$ cat config.mk
export PLATFORM = sky130hd
export DESIGN_NAME = mux_nx1_pipe
export DESIGN_NICKNAME = d
export VERILOG_FILES = /design/src/rtl/mux_nx1_pipe.sv
export SDC_FILE = /design/constraint.sdc
export NUM_CORES = 1
export LEC_CHECK = 0
export CORE_MARGIN = 2
export CORE_UTILIZATION = 45
export CTS_CLUSTER_DIAMETER = 120
export DETAILED_ROUTE_END_ITERATION = 10
export PLACE_DENSITY = 0.8
export SLEW_MARGIN = 20
export SYNTH_ARGS = -nofsm -noshare
export SYNTH_HDL_FRONTEND = slang
export SYNTH_SLANG_ARGS = --single-unit
export TNS_END_PERCENT = 50
$ cat constraint.sdc
create_clock -name CLK -period 5.47 [get_ports CLK]
set_input_delay 1.094 -clock CLK [delete_from_list [all_inputs] [get_ports CLK]]
set_output_delay 1.094 -clock CLK [all_outputs]
set_load 0.01 [all_outputs]
$ cat src/rtl/mux_nx1_pipe.sv
// mux_nx1_pipe: N-to-1 valid/ready channel mux feeding a 2-entry output buffer; MUX_RR_EN adds round-robin arbitration.
// Latency: one cycle from accepting edge to out_valid/out_data.
// Backpressure: in_ready is low for every channel while the buffer holds 2 entries; head holds while out_ready is low.
//
// Build option: define MUX_RR_EN to honour rr_mode (round-robin grant with rr_ptr state).
// Without it rr_mode is ignored and the grant always follows sel.

// Generic synchronous FIFO: write when wr_vld and not full, read when rd_rdy and not empty.
// rd_dat shows the head entry combinationally; storage is cleared on reset so the head reads zero.
module fifo #(
  parameter int DW    = 8,
  parameter int DEPTH = 2
) (
  input  logic          clk,
  input  logic          rst_n,
  input  logic          wr_vld,
  input  logic [DW-1:0] wr_dat,
  output logic          full,
  output logic          empty,
  input  logic          rd_rdy,
  output logic [DW-1:0] rd_dat
);
  localparam int AW = (DEPTH > 1) ? $clog2(DEPTH) : 1;
  localparam int CW = $clog2(DEPTH + 1);

  logic [DW-1:0] mem [DEPTH];
  logic [AW-1:0] wr_ptr;
  logic [AW-1:0] rd_ptr;
  logic [CW-1:0] count;
  logic          wr_en;
  logic          rd_en;

  // Qualify the requests against the occupancy.
  always_comb begin
    full   = (count == CW'(DEPTH));
    empty  = (count == '0);
    wr_en  = wr_vld && !full;
    rd_en  = rd_rdy && !empty;
    rd_dat = mem[rd_ptr];
  end

  // Storage and write pointer; entries are zeroed on reset.
  always_ff @(posedge clk or negedge rst_n) begin
    if (!rst_n) begin
      for (int i = 0; i < DEPTH; i++) begin
        mem[i] <= '0;
      end
      wr_ptr <= '0;
    end else if (wr_en) begin
      mem[wr_ptr] <= wr_dat;
      wr_ptr      <= (wr_ptr == AW'(DEPTH - 1)) ? '0 : wr_ptr + 1'b1;
    end
  end

  // Read pointer and occupancy count.
  always_ff @(posedge clk or negedge rst_n) begin
    if (!rst_n) begin
      rd_ptr <= '0;
      count  <= '0;
    end else begin
      if (rd_en) begin
        rd_ptr <= (rd_ptr == AW'(DEPTH - 1)) ? '0 : rd_ptr + 1'b1;
      end
      case ({wr_en, rd_en})
        2'b10:   count <= count + 1'b1;
        2'b01:   count <= count - 1'b1;
        default: count <= count;
      endcase
    end
  end
endmodule

module mux_nx1_pipe #(
  parameter int WIDTH  = 8,
  parameter int NUM_IN = 4,
  parameter int SEL_W  = $clog2(NUM_IN)
) (
  input  logic                    CLK,
  input  logic                    RESET,
  input  logic [NUM_IN*WIDTH-1:0] in_data,
  input  logic [NUM_IN-1:0]       in_valid,
  output logic [NUM_IN-1:0]       in_ready,
  input  logic [SEL_W-1:0]        sel,
  input  logic                    rr_mode,
  output logic [WIDTH-1:0]        out_data,
  output logic [SEL_W-1:0]        out_ch,
  output logic                    out_valid,
  input  logic                    out_ready,
  output logic                    sel_err
);
  // Buffer entry: channel index in the upper bits, data in the lower bits.
  typedef struct packed {
    logic [SEL_W-1:0] ch;
    logic [WIDTH-1:0] dat;
  } entry_t;

  logic             rr_on;
  logic             sel_ok;
  logic             gnt_vld;
  logic [SEL_W-1:0] gnt_idx;
  logic             gnt_in_vld;
  logic [WIDTH-1:0] gnt_dat;
  logic             push;
  logic             buf_full;
  logic             buf_empty;
  entry_t           push_ent;
  entry_t           head_ent;

  // Only indices below NUM_IN name a real channel; the rest are illegal selects.
  assign sel_ok = (int'(sel) < NUM_IN);

`ifdef MUX_RR_EN
  logic [SEL_W-1:0] rr_ptr;

  assign rr_on = rr_mode;

  // Channel index base+off, wrapped back into 0..NUM_IN-1.
  function automatic logic [SEL_W-1:0] wrap_idx(input logic [SEL_W-1:0] base, input int off);
    int s;
    s = int'(base) + off;
    if (s >= NUM_IN) begin
      s = s - NUM_IN;
    end
    return s[SEL_W-1:0];
  endfunction

  // Grant: round-robin scan starting just above the last winner, or the selected channel.
  always_comb begin
    gnt_vld = 1'b0;
    gnt_idx = '0;
    if (rr_on) begin
      for (int i = 1; i <= NUM_IN; i++) begin
        if (!gnt_vld && in_valid[wrap_idx(rr_ptr, i)]) begin
          gnt_vld = 1'b1;
          gnt_idx = wrap_idx(rr_ptr, i);
        end
      end
    end else if (sel_ok) begin
      gnt_vld = 1'b1;
      gnt_idx = sel;
    end
  end

  // Remember the last accepted round-robin winner; select-mode traffic leaves it alone.
  always_ff @(posedge CLK or negedge RESET) begin
    if (!RESET) begin
      rr_ptr <= SEL_W'(NUM_IN - 1);
    end else if (push && rr_on) begin
      rr_ptr <= gnt_idx;
    end
  end
`else
  logic unused_rr_mode;

  assign rr_on          = 1'b0;
  assign unused_rr_mode = rr_mode;

  // Grant: the selected channel, provided it exists.
  always_comb begin
    gnt_vld = 1'b0;
    gnt_idx = '0;
    if (sel_ok) begin
      gnt_vld = 1'b1;
      gnt_idx = sel;
    end
  end
`endif

  // Steer the granted channel's valid and data, and raise only its ready while there is room.
  always_comb begin
    gnt_in_vld = 1'b0;
    gnt_dat    = '0;
    in_ready   = '0;
    for (int k = 0; k < NUM_IN; k++) begin
      if (gnt_idx == SEL_W'(k)) begin
        gnt_in_vld = in_valid[k];
        gnt_dat    = in_data[k*WIDTH +: WIDTH];
        in_ready[k] = gnt_vld && !buf_full;
      end
    end
  end

  assign push         = gnt_vld && !buf_full && gnt_in_vld;
  assign push_ent.ch  = gnt_idx;
  assign push_ent.dat = gnt_dat;

  fifo #(
    .DW    ($bits(entry_t)),
    .DEPTH (2)
  ) u_buf (
    .clk    (CLK),
    .rst_n  (RESET),
    .wr_vld (push),
    .wr_dat (push_ent),
    .full   (buf_full),
    .empty  (buf_empty),
    .rd_rdy (out_ready),
    .rd_dat (head_ent)
  );

  assign out_valid = !buf_empty;
  assign out_data  = head_ent.dat;
  assign out_ch    = head_ent.ch;

  // Sticky flag for an out-of-range select seen in select mode; only reset clears it.
  always_ff @(posedge CLK or negedge RESET) begin
    if (!RESET) begin
      sel_err <= 1'b0;
    end else if (!rr_on && !sel_ok) begin
      sel_err <= 1'b1;
    end
  end
endmodule

==> results.sh <==
export IMPL_final_core_util=0.6588
export IMPL_slew_violations=0
export IMPL_crit_path_start="sel[0]"
export IMPL_post_drt_wl_per_cell_um=16.27
export IMPL_synth_most_common_cell="mux2_2"
export IMPL_avgSynthCellArea_um2=14.42
export IMPL_die_y_um=59.18
export IMPL_synth_top_area_share=0.4384
export IMPL_cp_data_arrival_time_ns=2.92
export IMPL_worstSetupPathType="input pin to primary output"
export IMPL_syn_nets=138
export IMPL_rsz0062_at_grt="false"
export IMPL_insertion_delay_ns=0.30
export IMPL_grt_busiest_layer="met2"
export IMPL_design_area_mm2=0.001962
export IMPL_yosys_warnings=0
export IMPL_ys_seq_area_frac=0.4384
export IMPL_first_pass_iters=4
export IMPL_cts_clk_slew_worst_paths_ns=0.12
export IMPL_grt_util_met1=0.2103
export IMPL_synth_cells=95
export IMPL_ys_seq_elements=24
export IMPL_powerDensity_mw_per_mm2=459.5
export IMPL_relSlewSlack=0.4624
export IMPL_yosysTopAreaCell="dfrtp_1"
export IMPL_place_congestion=0.7398
export IMPL_setup_violations=0
export IMPL_period_share=0.7330
export IMPL_hold_buffers=0
export IMPL_postCtsSetupBuffers=0
export IMPL_setup_tns_ns=0
export IMPL_synth_area_mm2=0.001370
export IMPL_clock_skew_ns=0.001858
export IMPL_grt_max_degree=25
export IMPL_worstMarginPinSlew_ns=0.8038
export IMPL_final_hold_violation_count=0
export IMPL_cts_sinks=24
export IMPL_wirelength_mm=2.961
export IMPL_start_util=0.4601
export IMPL_num_vias=1000
export IMPL_status="completed"
export IMPL_grtUsageMet2=0.3302
export IMPL_grt_pass1_wl_mm=4.636
export IMPL_reg2reg_depth=6
export IMPL_hpwl_mm=2.301
export IMPL_min_path_type="register to register"
export IMPL_cts_root_buf="clkbuf_4"
export IMPL_rr_endpoint="u_buf.count[1]$_DFFE_PN0P_"
export IMPL_rows=20
export IMPL_worstPathRequired_ns=4.38
export IMPL_cp_max_fo=16
export IMPL_cts_tree="built"
export IMPL_layout_drive_gt1_share=0.2886
export IMPL_io_buffers=55
export IMPL_synthTopCellsByArea="dfrtp_1 44%, mux2_2 23%, mux4_1 7.7%, mux4_2 6.6%, xnor2_1 1.9%"
export IMPL_p_leak_uw=0.0007956
export IMPL_core_mm2=0.002978
export IMPL_async_flop_share=1.000
export IMPL_fmax_mhz=249.4
export IMPL_placed_area_mm2=0.001931
export IMPL_io_pins=58
export IMPL_grt_pass1_vias=1006
export IMPL_cts_made_buffers=3
export IMPL_drc=0
export IMPL_post_route_min_period_ns=4.010
export IMPL_ys_types=29
export IMPL_track_usage=0.1789
export IMPL_htree_levels=1
export IMPL_clockBufferDepth=2
export IMPL_endpoint="in_ready[1]"
export IMPL_nets=193
export IMPL_crit_path_start_kind="input pin"
export IMPL_drt_initial_drc_count=12
export IMPL_gr_total_overflow=0
export IMPL_reg2reg_from="u_buf.count[1]$_DFFE_PN0P_"
export IMPL_peakVddDrop_uv=264.9
export IMPL_synthFlopType="dfrtp_1"
export IMPL_endpoint_kind="primary output"
export IMPL_die_x_um=59.18
export IMPL_ant_nets=0
export IMPL_via_per_inst=5.495
export IMPL_antenna_cells=0
export IMPL_cap_violations=0
export IMPL_r2r_setup_slack_ns=3.58
export IMPL_antenna_found_initial=0
export IMPL_post_cts_resized=0
export IMPL_synth_edff_count=0
export IMPL_die_area_mm2=0.003502
export IMPL_synthTopCellsByCount="28 x mux2_2, 24 x dfrtp_1, 4 x mux4_1, 4 x mux4_2, 4 x nand2_1"
export IMPL_grt_use_met3=0.02838
export IMPL_syn2layout_area_growth_pct=43.20
how the worst min path moves through the flow:
stage,start,endpoint,depth (start not counted)
3_3_place_gp,u_buf.mem[19]$_DFFE_PN0P_,u_buf.mem[19]$_DFFE_PN0P_,2
6_report,u_buf.mem[19]$_DFFE_PN0P_,u_buf.mem[19]$_DFFE_PN0P_,2
5_1_grt,u_buf.mem[19]$_DFFE_PN0P_,u_buf.mem[19]$_DFFE_PN0P_,2
2_1_floorplan,u_buf.mem[19]$_DFFE_PN0P_,u_buf.mem[19]$_DFFE_PN0P_,2
4_1_cts,u_buf.mem[19]$_DFFE_PN0P_,u_buf.mem[19]$_DFFE_PN0P_,2
3_5_place_dp,u_buf.mem[19]$_DFFE_PN0P_,u_buf.mem[19]$_DFFE_PN0P_,2
layout make-up:
| class | count | area, um^2 |
|---|---|---|
| multi-input cells | 66 | 738.2 |
| flip-flops and latches | 24 | 600.6 |
| clock buffers | 4 | 36.28 |
| fillers | 229 | 1016 |
| repair buffers | 55 | 545.5 |
| well taps | 33 | 41.29 |
kinds of logic (layout without fill, tap and decap cells):
family / after synthesis / after routing / share of synthesized area
buf+inv: 5 / 59 / 0.02283
simple gates: 19 / 19 / 0.08586
other cells: 1 / 1 / 0.002737
mux: 38 / 38 / 0.3909
fa+ha+maj: 1 / 1 / 0.009131
compound gates: 2 / 2 / 0.01827
xor+xnor: 5 / 5 / 0.03197
flops: 24 / 24 / 0.4384
routing by layer:
metal	vias to the layer above	part of all wire	wire length [um]
li1	461	-	-
met3	4	0.065	193
met1	498	0.40	1192
met4	0	0.013	38
met5	-	0	0
met2	37	0.52	1537
per-stage QoR:
stage | hold slack (ns) | setup WS [ns] | cells | power [uW]
2_1_floorplan | 0.4417 | 2.617 | 95 | 612.1
3_3_place_gp | 0.4682 | 1.456 | 178 | 804.9
3_5_place_dp | 0.4711 | 1.450 | 178 | 822.7
4_1_cts | 0.5009 | 1.436 | 182 | 914.0
5_1_grt | 0.5258 | 1.362 | 182 | 959.8
6_report | 0.4968 | 1.460 | 182 | 901.6
critical path, stage by stage:
cell and delay [ns]:
clkdlybuf4s50_1 0.99, nor3b_1 0.26, clkdlybuf4s50_1 0.57
sequential cells by signal, summed over array words and instances, names as in the netlist:
name and cells:
u_buf.count 2, u_buf.mem 20, u_buf.rd_ptr 1, u_buf.wr_ptr 1
power by group:
group	switching [uW]	internal, uW	total [uW]
Sequential	71.5	269	341
Combinational	163	309	471
Clock	48.7	40.6	89.2
Total	283	619	902
layout by cell type (no fill, tap or decap):
cell              n
mux4_1            4
nand4b_1          1
nor3_1            2
dfrtp_1          24
nand2b_1          1
nor3b_1           1
mux2_2           28
o21ai_4           1
and3_1            1
xnor2_1           3
clkdlybuf4s50_1  54
xor2_1            2
mux4_2            4
clkbuf_4          3
nor2b_1           1
mux2_4            1
conb_1            1
clkbuf_8          1
nor2_1            3
or2_2             1
nand2_1           4
mux2i_1           1
or4_4             1
nand2_4           1
ha_1              1
and3_4            1
buf_2             1
a22o_1            1
and2_1            1
(Power assumes the default switching activity.)
